===== src/rtl/uart_rx_sampler.sv =====
// ---------------------------------------------------------------------------
// uart_rx_sampler
//
// Serial receive stage of the UART. Recovers bytes from the asynchronous rx
// line using a 16x oversampling enable (baud_clock). The bit value is taken
// at the middle of each bit. The start/data/parity/stop state machine hands
// each finished byte to the consumer side with status flags and a read
// handshake. Everything runs on clk; baud_clock is a one-cycle enable.
//
// Optional feature macro: UART_RX_MAJORITY_VOTE_EN
//   defined   : the line is captured at sample counts 7, 8 and 9 of each bit.
//               The bit value (start validation included) is the 2-of-3
//               majority, decided at count 9.
//   undefined : single sample at count 8.
//
// Parameters
//   SYNC_STAGES  flops in the rx synchronizer chain (2..4)
//
// Ports
//   clk           system clock, rising edge
//   reset         synchronous active-high reset
//   baud_clock    16x oversampling tick, one clk wide
//   rx            asynchronous serial input, idle high
//   bit8          1 = 8 data bits, 0 = 7 data bits
//   parity_en     1 = a parity bit follows the data
//   odd_n_even    1 = odd parity, 0 = even parity
//   read_rx_byte  one-clk pulse: consumer has taken rx_data
//   rx_data       received byte (bit7 = 0 in 7-bit mode)
//   rx_ready      rx_data holds an unread byte
//   parity_err    parity mismatch on the byte in rx_data
//   framing_err   stop bit sampled low on the byte in rx_data
//   overflow      a frame completed while rx_ready was set
//   rx_idle       receiver is in IDLE
// ---------------------------------------------------------------------------
module uart_rx_sampler #(
    parameter int SYNC_STAGES = 2
) (
    input  logic       clk,
    input  logic       reset,
    input  logic       baud_clock,
    input  logic       rx,
    input  logic       bit8,
    input  logic       parity_en,
    input  logic       odd_n_even,
    input  logic       read_rx_byte,
    output logic [7:0] rx_data,
    output logic       rx_ready,
    output logic       parity_err,
    output logic       framing_err,
    output logic       overflow,
    output logic       rx_idle
);

    typedef enum logic [2:0] {
        S_IDLE,
        S_START,
        S_DATA,
        S_PARITY,
        S_STOP,
        S_WAIT_HIGH
    } state_t;

    state_t                 r_state;
    logic [SYNC_STAGES-1:0] r_sync;
    logic [3:0]             r_scnt;
    logic [2:0]             r_bit_idx;
    logic [7:0]             r_shift;
    logic                   r_perr;
    logic                   r_stop;
    logic                   r_done;

    logic [7:0]             r_rx_data;
    logic                   r_rx_ready;
    logic                   r_parity_err;
    logic                   r_framing_err;
    logic                   r_overflow;

    logic                   w_rx_s;
    logic                   w_bit;
    logic                   w_st;
    logic                   w_last_bit;

    // Synchronizer presets to the idle level so reset never looks like a start.
    always_ff @(posedge clk) begin
        if (reset) begin
            r_sync <= '1;
        end else begin
            r_sync <= {r_sync[SYNC_STAGES-2:0], rx};
        end
    end

    assign w_rx_s = r_sync[SYNC_STAGES-1];

`ifdef UART_RX_MAJORITY_VOTE_EN
    localparam logic [3:0] ST_CNT = 4'd9;

    logic r_s7;
    logic r_s8;

    // Early samples; the third vote is the live synchronized line at count 9.
    always_ff @(posedge clk) begin
        if (reset) begin
            r_s7 <= 1'b1;
            r_s8 <= 1'b1;
        end else if (baud_clock) begin
            if (r_scnt == 4'd7) r_s7 <= w_rx_s;
            if (r_scnt == 4'd8) r_s8 <= w_rx_s;
        end
    end

    assign w_bit = (r_s7 & r_s8) | (r_s7 & w_rx_s) | (r_s8 & w_rx_s);
`else
    localparam logic [3:0] ST_CNT = 4'd8;

    assign w_bit = w_rx_s;
`endif

    assign w_st       = baud_clock && (r_scnt == ST_CNT);
    // ">=" keeps the frame terminating even if bit8 flips mid-frame.
    assign w_last_bit = bit8 ? (r_bit_idx == 3'd7) : (r_bit_idx >= 3'd6);

    always_ff @(posedge clk) begin
        if (reset) begin
            r_state   <= S_IDLE;
            r_scnt    <= 4'd0;
            r_bit_idx <= 3'd0;
            r_shift   <= 8'd0;
            r_perr    <= 1'b0;
            r_stop    <= 1'b1;
            r_done    <= 1'b0;
        end else begin
            r_done <= 1'b0;
            if (baud_clock) begin
                r_scnt <= r_scnt + 4'd1;
                case (r_state)
                    S_IDLE: begin
                        r_scnt <= 4'd0;
                        if (!w_rx_s) begin
                            // The detecting tick counts as sample 0.
                            r_scnt  <= 4'd1;
                            r_state <= S_START;
                        end
                    end
                    S_START: begin
                        if (w_st) begin
                            if (!w_bit) begin
                                r_bit_idx <= 3'd0;
                                r_shift   <= 8'd0;
                                r_perr    <= 1'b0;
                                r_state   <= S_DATA;
                            end else begin
                                r_state <= S_IDLE;
                            end
                        end
                    end
                    S_DATA: begin
                        if (w_st) begin
                            r_bit_idx <= r_bit_idx + 3'd1;
                            if (w_last_bit) begin
                                // 7-bit frames take one extra right shift so
                                // the byte is right-justified with bit7 = 0.
                                r_shift <= bit8 ? {w_bit, r_shift[7:1]}
                                                : {1'b0, w_bit, r_shift[7:2]};
                                r_state <= parity_en ? S_PARITY : S_STOP;
                            end else begin
                                r_shift <= {w_bit, r_shift[7:1]};
                            end
                        end
                    end
                    S_PARITY: begin
                        if (w_st) begin
                            // Bit7 is 0 in 7-bit mode, so it never biases the XOR.
                            r_perr  <= (^r_shift) ^ w_bit ^ odd_n_even;
                            r_state <= S_STOP;
                        end
                    end
                    S_STOP: begin
                        if (w_st) begin
                            r_stop  <= w_bit;
                            r_done  <= 1'b1;
                            r_state <= w_bit ? S_IDLE : S_WAIT_HIGH;
                        end
                    end
                    S_WAIT_HIGH: begin
                        // Hold off until the line is released after a break.
                        if (w_rx_s) r_state <= S_IDLE;
                    end
                    default: r_state <= S_IDLE;
                endcase
            end
        end
    end

    // Consumer-side holding register and flags.
    always_ff @(posedge clk) begin
        if (reset) begin
            r_rx_data     <= 8'd0;
            r_rx_ready    <= 1'b0;
            r_parity_err  <= 1'b0;
            r_framing_err <= 1'b0;
            r_overflow    <= 1'b0;
        end else if (r_done) begin
            if (!r_rx_ready || read_rx_byte) begin
                r_rx_data     <= r_shift;
                r_parity_err  <= parity_en & r_perr;
                r_framing_err <= ~r_stop;
                r_rx_ready    <= 1'b1;
                r_overflow    <= 1'b0;
            end else begin
                // Unread byte wins; the new frame is dropped.
                r_overflow <= 1'b1;
            end
        end else if (read_rx_byte && r_rx_ready) begin
            r_rx_ready    <= 1'b0;
            r_parity_err  <= 1'b0;
            r_framing_err <= 1'b0;
            r_overflow    <= 1'b0;
        end
    end

    assign rx_data     = r_rx_data;
    assign rx_ready    = r_rx_ready;
    assign parity_err  = r_parity_err;
    assign framing_err = r_framing_err;
    assign overflow    = r_overflow;
    assign rx_idle     = (r_state == S_IDLE);

endmodule


===== config.mk =====
export PLATFORM = sky130hd
export DESIGN_NAME = uart_rx_sampler
export DESIGN_NICKNAME = d
export VERILOG_FILES = /design/src/rtl/uart_rx_sampler.sv
export SDC_FILE = /design/constraint.sdc
export NUM_CORES = 1
export LEC_CHECK = 0
export ABC_CLOCK_PERIOD_IN_PS = 1900
export CORE_AREA = 2 2 80 82
export CTS_BUF_LIST = sky130_fd_sc_hd__clkbuf_16
export DETAILED_ROUTE_END_ITERATION = 6
export DIE_AREA = 0 0 82 84
export GPL_TIMING_DRIVEN = 0
export SETUP_SLACK_MARGIN = 0.2
export SYNTH_ARGS = -nofsm -noshare
export SYNTH_HDL_FRONTEND = slang
export SYNTH_SLANG_ARGS = --single-unit

===== constraint.sdc =====
create_clock -name clk -period 1.9 [get_ports clk]
set_clock_uncertainty 0.2 [all_clocks]
set_input_delay 0.57 -clock clk [delete_from_list [all_inputs] [get_ports clk]]
set_output_delay 0.57 -clock clk [all_outputs]
set_load 0.01 [all_outputs]

# [Yosys cells after proc, flatten, opt, wreduce, memory -nomap -nowiden]
# Index checks and enable logic that the tools add are counted.
[word_totals] register_bits=35 latch_bits=0 mem_bits_rw=0 romBits=0 input_bits=8 out_inout_bits=13 n_memories=0
[classes] n_addsub=2 multipliers=0 div=0 n_lt_le_gt_ge=1 eq_ne=16 shifts=0 muxes=38 bitwise_logic=6 reduce_logical=16
[ops] operator="2-to-1 mux 8 bit" n=5
[ops] operator="2-to-1 mux 3 bit" n=12
[ops] operator="one-hot mux 3 bit (6 select lines)" n=1
[ops] operator="inequality test 2 bit (second input constant)" n=8
[ops] operator="one-hot mux 8 bit (2 select lines)" n=1
[ops] operator="2-to-1 mux 1 bit" n=15
[ops] operator="AND reduction 5 bit" n=2
[ops] operator="== test 3 bit (second input constant)" n=3
[ops] operator="AND reduction 8 bit" n=1
[ops] operator="parity 8 bit" n=1
[ops] operator="== test 3 x 2 -> 1 bit (second input constant)" n=2
[ops] operator="one-hot mux 3 bit (2 select lines)" n=1
[ops] operator="nonzero test 2 bit" n=3
[ops] operator="adder 4 x 1 -> 4 bit (second input constant)" n=1
[ops] operator="== test 4 bit (second input constant)" n=1
[ops] operator="2-to-1 mux 4 bit" n=1
[ops] operator="AND reduction 2 bit" n=2
[ops] operator="adder 3 x 1 -> 3 bit (second input constant)" n=1
[ops] operator="== test 3 x 1 -> 1 bit (second input constant)" n=1
[ops] operator=">= comparator 3 bit (second input constant)" n=1
[ops] operator="zero test 3 bit" n=1
[ops] operator="NOT 1 bit" n=3
[ops] operator="AND reduction 3 bit" n=1
[ops] operator="OR reduction 3 bit" n=1
[ops] operator="8 further kinds" n=10

# [Logic depth before layout (Yosys ltp)]
[logic_depth] ltp_word=5 ltp_mapped=8 mapped_depth_nobuf=7

# [Least setup slack after synthesis]
# OpenSTA, ideal clock, no wires.
[synth_path] path_type="input to register" start="in baud_clock" end="reg r_state[1]" setup_time_ns=0.119 t_arrival_ns=1.646 t_required_ns=1.581 setup_slack_ns=-0.065 path_stages=6 n_path_buf=1 path_cell_list="buf_4 nand4b_4 nand3_1 a21oi_1 or3_4 o221a_1"
[synth_via] elab_chain_len=3 elab_cells_between_ends=6 classes_between="4 x eq/ne; 2 x reduce/logical"
[synth_rtl] element="start: declaration" line="40" source="input logic baud_clock,"
[synth_rtl] element="logical AND 1 bit" line="118" source="assign w_st = baud_clock && (r_scnt == ST_CNT);"
[synth_rtl] element="inequality test 2 bit (no line)"
[synth_rtl] element="AND reduction 8 bit (no line) *"
[synth_rtl] element="end signal: assignment" line="164" source="r_state <= parity_en ? S_PARITY : S_STOP;"
[synth_rtl] element="end signal: assignment" line="181" source="r_state <= w_bit ? S_IDLE : S_WAIT_HIGH;"
[synth_rtl] element="end: declaration" line="63" source="state_t r_state;"
# Mark *: on every way between the ends. The rest lies on a longest branch, timed or not.
# A chain may end at the register's enable or synchronous reset.

# [Worst setup path in the final report]
[layout_path] start="reg r_state[2]" end="out rx_idle"
[layout_via] elab_chain_len=1
[layout_rtl] element="zero test 3 bit" line="226" source="assign rx_idle = (r_state == S_IDLE);"
[layout_rtl] element="end: declaration" line="51" source="output logic rx_idle"
# Every way passes these cells.

==> flow_metrics.env <==
export IMPL_postSynthCellCount=194
export IMPL_grt_usage_pct=12.84
export IMPL_drive_gt1_share_pct=37.71
export IMPL_avgSynthCellArea_sq_um=8.984
export IMPL_cts_root_buf="clkbuf_16"
export IMPL_syn_area_sq_um=1743
export IMPL_min_delay_start="r_sync[0]$_SDFF_PP1_"
export IMPL_p_int_mw=1.533
export IMPL_dp_hpwl_mm=2.603
export IMPL_syn_num_nets=207
export IMPL_placed_cell_area_sq_um=2052
export IMPL_switching_power_uw=504.8
export IMPL_dieArea_sq_um=6888
export IMPL_drc=0
export IMPL_firstDrtPassIters=5
export IMPL_min_path_cells=1
export IMPL_relSlewSlack_pct=69.34
export IMPL_num_fill_cells=580
export IMPL_path_class="reg2out"
export IMPL_port_buffers=19
export IMPL_status="completed"
export IMPL_final_util_pct=41.58
export IMPL_fmax_mhz=532.4
export IMPL_fin_crit_ns=1.878
export IMPL_power_frac_seq_pct=37.3
export IMPL_ios=21
export IMPL_reg2reg_to="r_shift[1]$_SDFFE_PP0P_"
export IMPL_grt_pass1_wl_mm=6.824
export IMPL_reg2reg_slack_ns=0.03
export IMPL_p_leak_nw=1.011
export IMPL_drt_iter0_drc=69
export IMPL_globalplace_congestion=0.8624
export IMPL_core_area_sq_um=6096
export IMPL_synth_edf_count=0
export IMPL_cts_sinks=35
export IMPL_p_total_mw=2.038
export IMPL_diodes=0
export IMPL_wire_per_inst_um=13.41
export IMPL_yosysWarnings=0
export IMPL_cts_tree="done"
export IMPL_ys_seq_area_share_pct=40.20
export IMPL_end_kind="primary output"
export IMPL_htree_levels=2
export IMPL_drv_slew=0
export IMPL_p_comb_share_pct=17.0
export IMPL_grt_max_degree=13
export IMPL_p_per_area_nw_per_um2=803.9
export IMPL_required_ns=1.13
export IMPL_setup_violations=0
export IMPL_rsz0062_at_grt="yes"
export IMPL_final_antenna_net_count=0
export IMPL_sw_frac_of_total_pct=24.77
export IMPL_areaGrowthSynthToFinish_pct=45.44
export IMPL_vias_per_cell=4.891
export IMPL_path_clk_slew_ns=0.06
export IMPL_worstPathArrival_ns=1.11
export IMPL_std_cell_rows=29
export IMPL_ir_worst_vdd_v=0.0003033
export IMPL_clk_latency_ns=0.28
export IMPL_synth_main_ff_cell="dfxtp_1"
export IMPL_postRouteWirelength_mm=4.197
export IMPL_fin_area_sq_um=2535
export IMPL_cts_buffer_depth=2
export IMPL_tritoncts_num_buffers=5
export IMPL_layout_nets=248
export IMPL_die_y_um=84
export IMPL_slowest_delay_ns=0.35
export IMPL_die_width_um=82
export IMPL_start_util_pct=28.59
export IMPL_grt_pass1_vias=1486
export IMPL_synth_cell_types=42
export IMPL_worstMarginPinSlew_ns=0.4599
export IMPL_num_vias=1531
export IMPL_async_flop_share_pct=0
export IMPL_fin_setup_tns_ns=0
export IMPL_startpoint_type="flip-flop"
export IMPL_slowest_stage="dfxtp_4"
export IMPL_fin_hold_ws_ns=0.2061
export IMPL_grt_overflow_total=0
export IMPL_cp_max_fo=3
export IMPL_hp_class="reg2reg"
export IMPL_period_share_pct=98.86
export IMPL_antenna_found_initial=0
export IMPL_hold_end="r_sync[1]$_SDFF_PP1_"
export IMPL_ys_ff_latch=35
export IMPL_drv_cap=0
export IMPL_clockPowerShare_pct=45.7
export IMPL_cts_hold_buf=0
export IMPL_path_cells="buf_8 -> nor3_4 -> buf_2"
export IMPL_final_hold_violation_count=0
export IMPL_crit_reg2reg_launch="r_bit_idx[0]$_SDFFE_PP0P_"
export IMPL_reg2reg_depth=8
-- flip-flops by register name (all words and copies together), names as in the netlist --
register,count
r_shift,8
rx_data,8
r_scnt,4
r_bit_idx,3
r_state,3
r_sync,2
framing_err,1
overflow,1
parity_err,1
r_done,1
r_perr,1
r_stop,1
rx_ready,1
-- cell usage after synthesis (all sizes together) (3+ instances only) --
cell type	n	area, sq um
nor2	23	86.33
a22oi	8	60.06
o21ai	5	28.77
a211oi	3	22.52
dfxtp	35	700.7
nand2	18	67.56
nand3	12	60.06
a21oi	16	83.83
mux2	8	116.4
nand4	4	25.02
xor2	3	26.28
clkbuf	4	15.01
inv	8	30.03
buf	8	50.04
xnor2	9	78.83
mux2i	5	50.05
ha	5	62.56
-- power by group through the flow --
stage	Combinational [mW]	Clock (mW)	Sequential [mW]
after CTS	0.308	0.948	0.763
after floorplan	0.190	0	0.773
final	0.346	0.931	0.761
after detailed placement	0.258	0	0.776
after global routing	0.373	0.982	0.764
after global placement	0.257	0	0.775
-- cells by family after synthesis --
logic type               after synthesis  synth area share (%)
AO/OA/AOI/OAI                         41                 16.08
XOR/XNOR                              12                 6.031
adder cells (fa/ha/maj)                5                 3.589
buffers and inverters                 21                 5.670
flip-flops                            35                 40.20
multiplexers                          13                 9.548
AND/OR/NAND/NOR                       67                 18.88
-- layer usage --
| layer | track usage (%) | vias to the layer above | share of wire, % |
|---|---|---|---|
| met1 | 15.27 | 719 | 43 |
| met5 | 0 | - | 0 |
| li1 | - | 765 | - |
| met4 | 5.909 | 0 | 3.1 |
| met3 | 3.355 | 11 | 3.8 |
| met2 | 21.14 | 36 | 50 |
-- metrics by stage --
step	setup slack, ns	cells
2_1_floorplan	0.02527	194
3_3_place_gp	-0.5557	290
3_5_place_dp	-0.5421	290
4_1_cts	0.01074	305
5_1_grt	-0.02404	313
6_report	0.02169	313
-- cell usage in the layout (no fill, tap or decap), types with 4 or more instances in the layout --
cell / synthesis / routed
buf_4: 2 / 12
mux2_4: 7 / 7
nand3_1: 12 / 11
nand4_1: 4 / 4
nor2_1: 23 / 19
dlygate4sd2_1: 0 / 11
mux2i_1: 5 / 5
xnor2_1: 9 / 9
clkbuf_16: 0 / 5
dfxtp_1: 35 / 28
a21oi_1: 15 / 14
inv_2: 2 / 5
nand2_1: 18 / 17
buf_6: 1 / 7
a22oi_2: 0 / 8
dfxtp_2: 0 / 4
clkdlybuf4s50_1: 0 / 4
-- how the worst max path moves through the flow --
stage                                    startpoint                   endpoint  slack, ns
after floorplan                          baud_clock    r_state[1]$_SDFFE_PP0P_       0.03
after global placement                        reset     r_scnt[0]$_SDFFE_PP0P_      -0.56
after detailed placement                      reset  r_bit_idx[2]$_SDFFE_PP0P_      -0.54
after CTS                   r_state[1]$_SDFFE_PP0P_                    rx_idle       0.01
after global routing      r_bit_idx[0]$_SDFFE_PP0P_    r_shift[5]$_SDFFE_PP0P_      -0.02
final                       r_state[2]$_SDFFE_PP0P_                    rx_idle       0.02
-- timing repair --
item                                    4_1_cts  5_1_grt
endpoints found under the setup margin       42       22
resized for setup                            73       17
cloned                                        1        0
pin swaps                                     8        3
setup buffers                                 6        8
-- worst max-delay path: cells and delay by family, from the launching register on --
kind / cells / cell delay, ns
buffers and inverters: 2 / 0.28
AND/OR/NAND/NOR: 1 / 0.20
flip-flops: 1 / 0.35
-- area by class of cell --
class	instances	area [sq um]	share of cell area (%)
multi-input combinational	138	1095	43.19
sequential	35	716.9	28.28
timing repair buffer	33	284.0	11.20
buffer	12	126.4	4.985
clock buffer	5	125.1	4.936
tap	77	96.34	3.801
clock inverter	3	43.79	1.728
inverter	9	38.79	1.530
timing repair inverter	1	8.758	0.3455
(Power assumes the default switching activity.)
